==> src/rtl/asi_ram_sched.sv <==
// rtl/asi_ram_sched.sv - burst scheduler between ASI write/read request queues and a single-port word RAM
// One burst at a time; reads are fetched with fixed wait states and returned through a one-entry hold register.
module asi_ram_sched #(
    parameter int AW   = 9,
    parameter int BS   = 4,
    parameter int LW   = 8,
    parameter int WS   = 1,
    parameter int ARB  = 0,
    parameter int MAXC = 4
) (
    input  logic              ACLK,
    input  logic              ARESET,
    input  logic              wreq_valid,
    output logic              wreq_ready,
    input  logic [AW-1:0]     wreq_addr,
    input  logic [LW-1:0]     wreq_len,
    input  logic              wdat_valid,
    output logic              wdat_ready,
    input  logic [8*BS-1:0]   wdat_data,
    input  logic [BS-1:0]     wdat_strb,
    output logic              wdone,
    input  logic              rreq_valid,
    output logic              rreq_ready,
    input  logic [AW-1:0]     rreq_addr,
    input  logic [LW-1:0]     rreq_len,
    output logic              rdat_valid,
    input  logic              rdat_ready,
    output logic [8*BS-1:0]   rdat_data,
    output logic              rdat_last,
    output logic              ram_ce,
    output logic              ram_we,
    output logic [AW-1:0]     ram_addr,
    output logic [BS-1:0]     ram_be,
    output logic [8*BS-1:0]   ram_wdata,
    input  logic [8*BS-1:0]   ram_rdata
);
    localparam int DW = 8 * BS;

    typedef enum logic [2:0] {
        S_IDLE,
        S_WR,
        S_RD_REQ,
        S_RD_WAIT,
        S_RD_OUT
    } state_t;

    state_t          state_q, state_d;
    logic [AW-1:0]   cur_addr_q, cur_addr_d;
    logic [LW-1:0]   rem_q, rem_d;
    logic [2:0]      wait_q, wait_d;
    logic [DW-1:0]   hold_q, hold_d;
    logic [3:0]      streak_q, streak_d;
    logic            wdone_q, wdone_d;
    logic            grant_w, grant_r, pri_wins;

    always_ff @(posedge ACLK or posedge ARESET) begin
        if (ARESET) begin
            state_q    <= S_IDLE;
            cur_addr_q <= '0;
            rem_q      <= '0;
            wait_q     <= '0;
            hold_q     <= '0;
            streak_q   <= '0;
            wdone_q    <= 1'b0;
        end else begin
            state_q    <= state_d;
            cur_addr_q <= cur_addr_d;
            rem_q      <= rem_d;
            wait_q     <= wait_d;
            hold_q     <= hold_d;
            streak_q   <= streak_d;
            wdone_q    <= wdone_d;
        end
    end

    assign wdone = wdone_q;

    always_comb begin
        state_d    = state_q;
        cur_addr_d = cur_addr_q;
        rem_d      = rem_q;
        wait_d     = wait_q;
        hold_d     = hold_q;
        streak_d   = streak_q;
        wdone_d    = 1'b0;
        grant_w    = 1'b0;
        grant_r    = 1'b0;
        pri_wins   = 1'b0;
        wreq_ready = 1'b0;
        rreq_ready = 1'b0;
        wdat_ready = 1'b0;
        rdat_valid = 1'b0;
        rdat_data  = '0;
        rdat_last  = 1'b0;
        ram_ce     = 1'b0;
        ram_we     = 1'b0;
        ram_addr   = '0;
        ram_be     = '0;
        ram_wdata  = '0;

        case (state_q)
            S_IDLE: begin
                // Grants are suppressed while reset is held so every output reads 0.
                if (!ARESET) begin
                    if (wreq_valid && rreq_valid) begin
                        pri_wins = (streak_q != 4'(MAXC));
                        grant_w  = (ARB == 0) ? pri_wins : !pri_wins;
                        grant_r  = !grant_w;
                        streak_d = pri_wins ? streak_q + 4'd1 : 4'd0;
                    end else if (wreq_valid) begin
                        grant_w  = 1'b1;
                        streak_d = 4'd0;
                    end else if (rreq_valid) begin
                        grant_r  = 1'b1;
                        streak_d = 4'd0;
                    end
                end
                if (grant_w) begin
                    wreq_ready = 1'b1;
                    cur_addr_d = wreq_addr;
                    rem_d      = wreq_len;
                    state_d    = S_WR;
                end else if (grant_r) begin
                    rreq_ready = 1'b1;
                    cur_addr_d = rreq_addr;
                    rem_d      = rreq_len;
                    state_d    = S_RD_REQ;
                end
            end
            S_WR: begin
                wdat_ready = 1'b1;
                if (wdat_valid) begin
                    ram_ce     = 1'b1;
                    ram_we     = 1'b1;
                    ram_addr   = cur_addr_q;
                    ram_be     = wdat_strb;
                    ram_wdata  = wdat_data;
                    cur_addr_d = cur_addr_q + AW'(1);
                    if (rem_q == '0) begin
                        wdone_d = 1'b1;
                        state_d = S_IDLE;
                    end else begin
                        rem_d = rem_q - LW'(1);
                    end
                end
            end
            S_RD_REQ: begin
                ram_ce   = 1'b1;
                ram_addr = cur_addr_q;
                ram_be   = '1;
                wait_d   = 3'(WS - 1);
                state_d  = S_RD_WAIT;
            end
            S_RD_WAIT: begin
                if (wait_q == 3'd0) begin
                    hold_d  = ram_rdata;
                    state_d = S_RD_OUT;
                end else begin
                    wait_d = wait_q - 3'd1;
                end
            end
            S_RD_OUT: begin
                rdat_valid = 1'b1;
                rdat_data  = hold_q;
                rdat_last  = (rem_q == '0);
                if (rdat_ready) begin
                    if (rem_q == '0) begin
                        state_d = S_IDLE;
                    end else begin
                        rem_d      = rem_q - LW'(1);
                        cur_addr_d = cur_addr_q + AW'(1);
                        state_d    = S_RD_REQ;
                    end
                end
            end
            default: state_d = S_IDLE;
        endcase
    end
endmodule

==> config.mk <==
export PLATFORM = sky130hd
export DESIGN_NAME = asi_ram_sched
export DESIGN_NICKNAME = d
export VERILOG_FILES = /design/src/rtl/asi_ram_sched.sv
export SDC_FILE = /design/constraint.sdc
export NUM_CORES = 1
export LEC_CHECK = 0
export BUFFER_PORTS_ARGS = -buffer_cell sky130_fd_sc_hd__buf_2
export CORE_ASPECT_RATIO = 0.7
export CORE_MARGIN = 1
export CORE_UTILIZATION = 46
export DETAILED_ROUTE_END_ITERATION = 8
export GPL_TIMING_DRIVEN = 0
export HOLD_SLACK_MARGIN = 0.1
export MAX_ROUTING_LAYER = met4
export PLACE_DENSITY_LB_ADDON = 0.25
export SYNTH_ARGS = -nofsm -noshare
export SYNTH_HDL_FRONTEND = slang
export SYNTH_SLANG_ARGS = --single-unit
==> constraint.sdc <==
create_clock -name ACLK -period 3.45 [get_ports ACLK]
set_clock_uncertainty 0.2 [all_clocks]
set_input_delay 0.345 -clock ACLK [delete_from_list [all_inputs] [get_ports ACLK]]
set_output_delay 0.345 -clock ACLK [all_outputs]
set_load 0.05 [all_outputs]
Word-level counts from Yosys, hierarchy flattened. Index checks and enable logic that the tools add are counted.

Bits in registers: 60. Logic and storage cells: 94.

$add $sub $neg: 4. Eq/ne operators: 12. Mux-type cells: 56. Bitwise operators: 1. Reductions and logical operators: 14.

Operators by type and width (count): $mux 32 (3); $mux 9 (6); $mux 8 (5); $pmux 9 s3 (1); $pmux 8 s3 (1); $mux 1 (22); $mux 3 (7); $mux 4 (5); $pmux 9 s2 (1); $pmux 3 s5 (1); $ne 2x2->1 const B (6); $reduce_and 5->1 (2); $add 9x1->9 const B (1); $logic_not 8->1 (1); $pmux 4 s2 (1); $sub 8x1->8 const B (1); $eq 3x2->1 const B (2); $logic_not 3->1 (2); $pmux 3 s2 (1); $reduce_bool 3->1 (2); $add 4x1->4 const B (1); $ne 4x3->1 const B (1); $reduce_and 2->1 (2); $reduce_and 4->1 (1); 11 further kinds (11).

Logic depth before layout (Yosys ltp). Gate-level depths: netlist (run 1).

Depth after elaboration: 8. Mapped depth: 9. Depth with buffers taken out: 7.

Least setup slack after synthesis (run 1). Ideal clock, no wire load.

Path type: input port to output port. Start: in ARESET. End: out wreq_ready. Data arrival time: 2878 ps. Data required time: 2905 ps. Slack: 27 ps. Stages: 5. Path buffers: 2. Cells stage by stage: inv_1 -> o211ai_1 -> buf_4 -> buf_6 -> nor2_1.

Word-level cells in the longest chain between the ends: 4.

Ends and longest elaborated chain: start, declared (line 12) `input logic ARESET,`; $mux 1 (line 104) `if (!ARESET) begin`; $mux 1 (line 101) `case (state_q)`; $mux 1 (line 118) `if (grant_w) begin`; $mux 1 (line 101); end, declared (line 14) `output logic wreq_ready,`.

No other way between the ends. The select of a mux whose other input is x is not followed.

Worst setup path in the final report (run 1). Same ends and word-level chain as after synthesis.

==> flow_metrics.py, run 1 <==
metrics = {
    "synthesis": {
        "synth_edf_count": 0,
        "yosys_warnings": 0,
        "synthCells": 379,
        "ys_seq_area_share_pct": 40.9,
        "avgSynthCellArea_um2": 9.69,
        "yosys_most_used_dff": "dfrtp_1",
        "synthArstFlopShare_pct": 100,
        "ys_types": 49,
        "ys_seq_elements": 60,
        "syn_area_um2": 3670,
        "syn-num-nets": 494,
    },
    "power_and_ir_drop": {
        "intPower_mw": 2.56,
        "vdd_ir_drop_max_v": 0.000772,
        "switching_share_pct": 46.8,
        "leakagePower_nw": 3.07,
        "comb_power_share_pct": 54.2,
        "clockPowerShare_pct": 19.6,
        "power_density_nw_per_um2": 884,
        "power_switching_mw": 2.25,
        "pwr-share-seq_pct": 26.2,
    },
    "route": {
        "vias_per_cell": 5.44,
        "drt_pre_antenna_iters": 4,
        "drt-initial-drc-count": 246,
        "wirelength_um": 11600,
        "drc": 0,
        "vias": 3915,
        "ant_nets": 0,
        "avgRoutedWirePerCell_um": 16.1,
    },
    "critical_path": {
        "crit_top_cell": "buf_2",
        "critical_path.max_fanout": 28,
        "r2r-end": "hold_q[1]",
        "timing.critical_path.to": "wreq_ready",
        "r2r_cells": 6,
        "r2r_slack_ns": 1.12,
        "crit_start": "ARESET",
        "path_cells": "dlygate4sd3_1 -> buf_2 -> inv_2 -> o211ai_1 -> buf_4 -> buf_6 -> nor2_1 -> buf_2",
        "start_kind": "primary input",
        "criticalPathCategory": "primary input to primary output",
        "critPathArrivalTime_ns": 2.49,
        "r2r_start": "wait_q[0]",
        "critPathMaxStageDelay_ns": 0.53,
        "critPathSlowestCell": "dlygate4sd3_1",
        "required_ns": 2.90,
        "worst_setup_path_end_kind": "primary output",
    },
    "floorplan": {
        "fp.dieW_um": 109,
        "core_area_um2": 7510,
        "start_util_pct": 48.9,
        "die-area_um2": 8350,
        "rows": 26,
        "die_y_um": 76.8,
        "ioPinCount": 193,
    },
    "final_layout": {
        "drive_above_1_share_pct": 42.3,
        "utilization_pct": 72.3,
        "nFillCells": 578,
        "area_growth_pct": 47.9,
        "regArea_um2": 1500,
        "multi_input_area_um2": 1960,
        "diodes": 0,
        "final_nets": 732,
    },
    "clocking": {
        "cts_buffer_depth": 2,
        "cts_tree": "yes",
        "ctsResizeCount": 0,
        "cts-root-buf": "clkbuf_16",
        "numCtsBuffers": 9,
        "htree_levels": 3,
        "clock_sinks": 60,
        "clk-insertion-delay-late_ns": 0.32,
        "cts_setup_buffers": 0,
        "clk_pin_slew_worst_paths_ns": 0.05,
    },
    "sta": {
        "finalHoldViolCount": 0,
        "setup_viol": 0,
        "min_period_ns": 3.04,
        "period_share_pct": 88.0,
        "slew_headroom_pct": 52.3,
        "slew_violations": 0,
        "fmaxAchievable_mhz": 329,
        "tns_ns": 0,
        "tightest_slew_ns": 0.714,
        "rsz0062_at_grt": "false",
        "finalWorstSetupSlack_ns": 0.413,
    },
    "hold_path": {
        "hold_class": "primary input to flip-flop",
    },
    "flow_run": {
        "drv_cap": 0,
    },
    "placement": {
        "placement.io_buffers": 192,
        "dp_slack_ns": 0.790,
        "gp_congestion": 0.919,
        "dp_hpwl_um": 8380,
    },
    "global_route": {
        "grt_max_degree": 35,
        "grt_pass1_wl_um": 18500,
        "antenna_found_initial": 0,
        "overflow": 0,
        "first_global_vias": 3780,
        "grt_use_total_pct": 29.5,
    },
    "run_status": {
        "status": "finished, final reports clean",
    },
}
==> cells in the mapped netlist (2+ instances only) <==
library cell,instances,area [um^2]
and3_1,67,419
mux2_2,33,372
inv_1,16,60.1
a22o_1,2,17.5
or2_1,2,12.5
ha_1,7,87.6
nand2_1,12,45.0
buf_6,4,45.0
dfrtp_1,60,1500
o22a_1,10,87.6
nand2b_1,4,25.0
a32oi_1,2,17.5
nor3_1,5,25.0
a21oi_1,18,90.1
o21ai_0,13,65.1
nor2_1,26,97.6
a21o_1,6,45.0
or3_1,2,12.5
o21ai_2,2,17.5
o31ai_1,2,15.0
buf_2,7,35.0
nand3_1,9,45.0
nand3b_1,3,22.5
nand4_1,2,12.5
nand4bb_1,2,22.5
clkbuf_1,14,52.6
mux2i_1,16,160
nor2b_1,9,56.3
buf_4,2,15.0
a211o_1,3,26.3
==> sequential cells by signal, indices dropped and copies added, names as in the netlist <==
name,count
hold_q,32
cur_addr_q,9
state_q,3
wait_q,3
wdone,1
rem_q,8
streak_q,4
==> stage by stage <==
stage | hold WS [ns] | power, mW | instances | cell area, um^2
6_report | 0.138 | 4.81 | 720 | 5430
5_1_grt | 0.148 | 5.09 | 720 | 5430
4_1_cts | 0.130 | 4.78 | 720 | 5430
3_5_place_dp | 0.283 | 3.79 | 670 | 4780
3_3_place_gp | 0.267 | 3.70 | 669 | 4760
2_1_floorplan | 0.237 | 3.17 | 379 | 3670
==> power groups by stage <==
| stage | logic, mW | clock network [mW] | registers (mW) |
|---|---|---|---|
| after floorplan | 1.99 | 0 | 1.18 |
| after global placement | 2.48 | 0 | 1.22 |
| after detailed placement | 2.54 | 0 | 1.26 |
| after CTS | 2.58 | 0.952 | 1.25 |
| after global routing | 2.81 | 0.990 | 1.29 |
| final | 2.61 | 0.942 | 1.26 |
==> metal layers <==
| layer | GRT usage (%) | vias to the layer above | wire length (um) |
|---|---|---|---|
| met2 | 50.9 | 147 | 6030 |
| met1 | 35.1 | 1902 | 4810 |
| li1 | - | 1849 | - |
| met4 | 8.65 | 0 | 180 |
| met5 | - | - | 0 |
| met3 | 5.02 | 17 | 610 |
==> cells in the final DEF (no fill, tap or decap), drive strengths merged, types with 3 or more instances in the layout <==
master,instances
nor3,6
a21oi,18
nand2b,4
nand3,9
and3,67
nor2,27
clkinv,4
mux2i,16
buf,206
nand2,12
or3,3
inv,16
nand3b,3
mux2,33
clkbuf,23
a21o,6
a211o,3
ha,7
dlygate4sd3,34
nor2b,9
o21ai,15
dfrtp,60
o22a,10
==> cell type report <==
cell class              instances  area share, %
plain buffers                  27           2.72
clock buffers                   9           4.14
clock inverters                 7           1.68
inverters                      16           1.11
multi-input cells             276           36.2
flip-flops and latches         60           27.6
well taps                      98           2.26
repair buffers                227           24.3
==> cells by family after synthesis <==
kind of cell	Yosys count	share of synthesized area (%)
AND/OR/NAND/NOR	151	23.6
AO/OA/AOI/OAI	68	12.7
flip-flops	60	40.9
multiplexers	49	14.5
buffers and inverters	43	5.65
adder cells (fa/ha/maj)	7	2.38
XOR/XNOR	1	0.238
==> worst min path at each step <==
stage | startpoint | to | slack, ns | depth (start not counted)
floorplan | streak_q[3] | streak_q[3] | 0.24 | 1
global placement | streak_q[3] | streak_q[3] | 0.27 | 1
detailed placement | streak_q[3] | streak_q[3] | 0.28 | 1
CTS | wreq_valid | streak_q[1] | 0.13 | 3
global route | wreq_valid | streak_q[1] | 0.15 | 3
finish | wreq_valid | streak_q[1] | 0.14 | 3
==> critical path, delay by kind of cell <==
kind            cells  cell delay (ns)
compound gates      1             0.17
buf+inv             6             1.84
simple gates        1             0.12
==> repair_timing <==
item / CTS / global route
hold endpoints to repair: 59 / 0
setup endpoints to repair: 0 / 0
hold buffers: 34 / 0
(Power assumes the default switching activity.)
==> run 2: changes to the inputs <==
--- a/config.mk
+++ b/config.mk
@@ -12,7 +12,6 @@
 export DETAILED_ROUTE_END_ITERATION = 8
 export GPL_TIMING_DRIVEN = 0
 export HOLD_SLACK_MARGIN = 0.1
-export MAX_ROUTING_LAYER = met4
 export PLACE_DENSITY_LB_ADDON = 0.25
 export SYNTH_ARGS = -nofsm -noshare
 export SYNTH_HDL_FRONTEND = slang
==> run 2 against run 1 <==
Against the previous run:
- maximum frequency fell by 4.4%
- sequential power barely moved
- utilization fell by 0.17 points
- die area did not move
- combinational power barely moved
- critical endpoint unchanged
==> flow_metrics.py, run 2 (synthesis results as in run 1) <==
metrics = {
    "global_route": {
        "grt_max_degree": 40,
        "grt_use_total_pct": 27.5,
        "first_global_vias": 3768,
        "overflow": 0,
        "antenna_found_initial": 0,
        "grt_pass1_wl_um": 18100,
    },
    "power_and_ir_drop": {
        "switching_share_pct": 46.7,
        "power_switching_mw": 2.21,
        "clockPowerShare_pct": 18.9,
        "power_density_nw_per_um2": 874,
        "intPower_mw": 2.52,
        "vdd_ir_drop_max_v": 0.000609,
        "comb_power_share_pct": 54.8,
        "leakagePower_nw": 3.07,
        "pwr-share-seq_pct": 26.3,
    },
    "hold_path": {
        "hold_class": "primary input to flip-flop",
        "hold_depth": 3,
    },
    "final_layout": {
        "regArea_um2": 1500,
        "nFillCells": 555,
        "final_nets": 732,
        "regMostFlops": "hold_q",
        "drive_above_1_share_pct": 42.1,
        "largest_reg_flops": 32,
        "top_regs": "hold_q x32, cur_addr_q x9, rem_q x8",
        "multi_input_area_um2": 1960,
        "utilization_pct": 72.1,
        "diodes": 0,
        "layout_common_cells": "buf_2, and3_1, dfrtp_1, dlygate4sd3_1, mux2_2",
        "instances_no_fill": 720,
        "final_common_cell": "buf_2",
        "area_growth_pct": 47.6,
    },
    "run_status": {
        "status": "finished, final reports clean",
    },
    "placement": {
        "placement.io_buffers": 192,
        "place_inst": 670,
        "dp_hpwl_um": 8200,
        "gp_congestion": 0.892,
    },
    "critical_path": {
        "worst_setup_path_end_kind": "primary output",
        "required_ns": 2.90,
        "critical_path.max_fanout": 39,
        "r2r_cells": 6,
        "critPathArrivalTime_ns": 2.63,
        "start_kind": "primary input",
        "criticalPathCategory": "primary input to primary output",
    },
    "route": {
        "drt-initial-drc-count": 235,
        "drc": 0,
        "avgRoutedWirePerCell_um": 15.5,
        "drt_pre_antenna_iters": 4,
        "wirelength_um": 11200,
        "ant_nets": 0,
        "vias": 3872,
        "vias_per_cell": 5.38,
    },
    "clocking": {
        "clock_sinks": 60,
        "numCtsBuffers": 9,
        "cts_buffer_depth": 2,
        "cts-root-buf": "clkbuf_16",
        "cts_tree": "yes",
        "clk_pin_slew_worst_paths_ns": 0.05,
        "clk-insertion-delay-late_ns": 0.32,
        "htree_levels": 3,
    },
    "sta": {
        "setup_viol": 0,
        "fmaxAchievable_mhz": 315,
        "slew_headroom_pct": 48.0,
        "tightest_slew_ns": 0.779,
        "period_share_pct": 92.1,
        "rsz0062_at_grt": "false",
        "slew_violations": 0,
        "min_period_ns": 3.18,
        "finalHoldViolCount": 0,
    },
    "floorplan": {
        "die-area_um2": 8350,
        "fp.dieW_um": 109,
        "rows": 26,
        "start_util_pct": 48.9,
        "ioPinCount": 193,
        "core_area_um2": 7510,
        "die_y_um": 76.8,
    },
    "flow_run": {
        "drv_cap": 0,
    },
}
-- run 2: changes by cell type in the layout (fill, tap and decap cells not counted), sizes merged --
cell and delta:
bufinv -1, clkinv -2, clkbuf +3
-- run 2: layout make-up --
cell class | instances | area share, %
Clock buffer | 12 | 4.73
Inverter | 16 | 1.11
Sequential cell | 60 | 27.7
Multi-Input combinational cell | 276 | 36.2
Tap cell | 98 | 2.26
Clock inverter | 4 | 0.877
Buffer | 27 | 2.72
Timing Repair Buffer | 227 | 24.4
-- run 2: worst max-delay path: stages --
cell and delay, ns:
dlygate4sd3_1 0.53, buf_2 0.14, inv_2 0.38, buf_12 0.30, o211ai_1 0.12, buf_4 0.22
buf_6 0.17, nor2_1 0.13, buf_2 0.28
-- run 2: power groups by stage --
stage	Clock, mW	Sequential (mW)	Combinational, mW
final	0.897	1.25	2.59
after global routing	0.942	1.29	2.81
after CTS	0.909	1.24	2.58
after detailed placement	0	1.25	2.54
after global placement	0	1.22	2.48
after floorplan	0	1.18	1.99
-- run 2: through the flow --
stage	area, um^2	hold WS, ns	setup slack [ns]	power [mW]	setup TNS, ns
detailed placement	4780	0.233	0.756	3.79	0
finish	5420	0.131	0.274	4.74	0
CTS	5420	0.126	0.205	4.73	0
global placement	4760	0.270	-0.489	3.70	-4.09
floorplan	3670	0.237	0.0267	3.17	0
global route	5420	0.148	0.0537	5.04	0
-- run 2: what timing repair did --
action | in CTS | in global routing
hold endpoints to repair | 55 | 0
hold buffers | 34 | 0
setup buffers | 0 | 0
resized for setup | 0 | 0
-- run 2: final timing paths --
| path | start | endpoint | slack, ns |
|---|---|---|---|
| setup / recovery | ARESET | wreq_ready | 0.27 |
| hold / removal | wreq_valid | streak_q[1] | 0.13 |
| setup reg to reg | wait_q[0] | hold_q[27] | 1.16 |
| hold reg to reg | streak_q[3] | streak_q[3] | 0.28 |
| max in group asynchronous | ARESET | cur_addr_q[7] | 2.04 |
| min in group asynchronous | ARESET | hold_q[25] | 0.43 |
-- run 2: routing by layer --
| metal | GRT usage, % | wire length [um] | up-vias |
|---|---|---|---|
| li1 | - | - | 1849 |
| met2 | 47.2 | 5660 | 131 |
| met3 | 5.36 | 541 | 20 |
| met5 | 0 | 0 | - |
| met1 | 34.7 | 4770 | 1872 |
| met4 | 8.92 | 200 | 0 |
==> run 3: changes to the inputs <==
--- a/config.mk
+++ b/config.mk
@@ -8,7 +8,8 @@
 export BUFFER_PORTS_ARGS = -buffer_cell sky130_fd_sc_hd__buf_2
 export CORE_ASPECT_RATIO = 0.7
 export CORE_MARGIN = 1
-export CORE_UTILIZATION = 46
+export CORE_UTILIZATION = 47
+export CTS_BUF_LIST = sky130_fd_sc_hd__clkbuf_2 sky130_fd_sc_hd__clkbuf_4 sky130_fd_sc_hd__clkbuf_8
 export DETAILED_ROUTE_END_ITERATION = 8
 export GPL_TIMING_DRIVEN = 0
 export HOLD_SLACK_MARGIN = 0.1
==> run 3 against run 2 <==
Against the previous run:
- worst setup slack better by 0.072 ns
- cell area is 1.8% lower
- via count is 1.0% higher
- largest power group unchanged
- highest routed layer unchanged
==> flow_metrics.py, run 3 (synthesis results as in run 1) <==
metrics = {
    "clocking": {
        "clock_sinks": 60,
        "cts_hold_buf": 34,
        "htree_levels": 3,
        "cts_tree": "yes",
        "clk-insertion-delay-late_ns": 0.34,
        "clk_pin_slew_worst_paths_ns": 0.07,
        "ctsResizeCount": 0,
        "cts-root-buf": "clkbuf_8",
        "cts_setup_buffers": 0,
        "numCtsBuffers": 9,
        "cts_buffer_depth": 2,
    },
    "floorplan": {
        "start_util_pct": 49.5,
        "fp.dieW_um": 108,
        "rows": 26,
        "ioPinCount": 193,
        "die_y_um": 76.0,
        "core_area_um2": 7420,
        "die-area_um2": 8180,
    },
    "final_layout": {
        "top_regs": "hold_q x32, cur_addr_q x9, rem_q x8",
        "final_nets": 732,
        "regMostFlops": "hold_q",
        "nFillCells": 571,
        "largest_reg_flops": 32,
        "diodes": 0,
        "layout_common_cells": "buf_2, and3_1, dfrtp_1, dlygate4sd3_1, mux2_2",
        "area_growth_pct": 44.9,
        "final_common_cell": "buf_2",
        "multi_input_area_um2": 1960,
        "drive_above_1_share_pct": 42.3,
        "regArea_um2": 1500,
        "utilization_pct": 71.8,
    },
    "sta": {
        "slew_headroom_pct": 53.5,
        "period_share_pct": 90.0,
        "setup_viol": 0,
        "slew_violations": 0,
        "rsz0062_at_grt": "false",
        "finalHoldViolCount": 0,
        "min_period_ns": 3.10,
        "tightest_slew_ns": 0.696,
        "fmaxAchievable_mhz": 322,
        "holdWs_ns": 0.159,
    },
    "route": {
        "drt-initial-drc-count": 287,
        "ant_nets": 0,
        "avgRoutedWirePerCell_um": 16.4,
        "drt_pre_antenna_iters": 4,
        "vias": 3912,
        "wirelength_um": 11800,
        "vias_per_cell": 5.43,
        "drc": 0,
    },
    "power_and_ir_drop": {
        "power_density_nw_per_um2": 851,
        "power_switching_mw": 2.23,
        "intPower_mw": 2.31,
        "pwr-share-seq_pct": 27.9,
        "leakagePower_nw": 3.02,
        "vdd_ir_drop_max_v": 0.000538,
        "clockPowerShare_pct": 14.5,
        "comb_power_share_pct": 57.6,
        "switching_share_pct": 49.1,
    },
    "critical_path": {
        "worst_setup_path_end_kind": "primary output",
        "criticalPathCategory": "primary input to primary output",
        "start_kind": "primary input",
        "critPathArrivalTime_ns": 2.56,
        "required_ns": 2.90,
        "critical_path.max_fanout": 40,
    },
    "global_route": {
        "first_global_vias": 3755,
        "antenna_found_initial": 0,
        "grt_pass1_wl_um": 18800,
        "grt_use_total_pct": 29.7,
        "overflow": 0,
        "grt_max_degree": 41,
    },
    "placement": {
        "gp_congestion": 0.882,
        "placement.io_buffers": 192,
        "dp_hpwl_um": 8420,
    },
    "flow_run": {
        "drv_cap": 0,
    },
    "run_status": {
        "status": "finished, final reports clean",
    },
    "hold_path": {
        "hold_class": "primary input to flip-flop",
    },
}
[run 3: cell counts in the layout (fill, tap and decap cells not counted)]
Identical to the previous run, type by type.
[run 3: power by group through the flow]
stage / logic (mW) / registers [mW] / clock network (mW)
floorplan: 1.99 / 1.18 / 0
global placement: 2.47 / 1.22 / 0
detailed placement: 2.54 / 1.25 / 0
CTS: 2.58 / 1.24 / 0.666
global route: 2.81 / 1.30 / 0.699
finish: 2.61 / 1.26 / 0.658
[run 3: layout make-up]
type,instances,share of cell area [%]
Buffer,27,2.77
Sequential cell,60,28.2
Timing Repair Buffer,227,24.8
Inverter,16,1.13
Clock inverter,4,0.893
Tap cell,98,2.30
Multi-Input combinational cell,276,36.9
Clock buffer,12,2.98
[run 3: routing by layer]
layer	share of wire (%)	vias to the layer above	GRT usage, %
li1	-	1849	-
met1	40	1894	35.0
met2	52	144	53.5
met3	5.5	25	5.59
met4	2.5	0	10.1
met5	0	-	0
[run 3: through the flow]
stage,area [um^2],setup slack [ns],cells,setup TNS [ns],power [mW]
6_report,5320,0.345,720,0,4.53
3_5_place_dp,4780,0.762,670,0,3.80
4_1_cts,5320,0.237,720,0,4.49
2_1_floorplan,3670,0.0267,379,0,3.17
3_3_place_gp,4760,-0.489,669,-4.07,3.70
5_1_grt,5320,0.147,720,0,4.80
[run 3: worst paths after layout]
check	from	to	slack, ns	cells past startpoint
min	wreq_len[1]	rem_q[1]	0.16	4
max in group asynchronous	ARESET	cur_addr_q[8]	2.08	4
min reg2reg	wait_q[1]	wait_q[1]	0.29	2
max reg2reg	wait_q[0]	hold_q[29]	1.05	6
max	ARESET	wreq_ready	0.35	9
min in group asynchronous	ARESET	hold_q[8]	0.40	3
[run 3: worst max-delay path, cell delays in order]
cell and delay, ns:
dlygate4sd3_1 0.53, buf_2 0.14, inv_2 0.36, buf_12 0.29, o211ai_1 0.12, buf_4 0.21, buf_6 0.17, nor2_1 0.10
buf_2 0.27
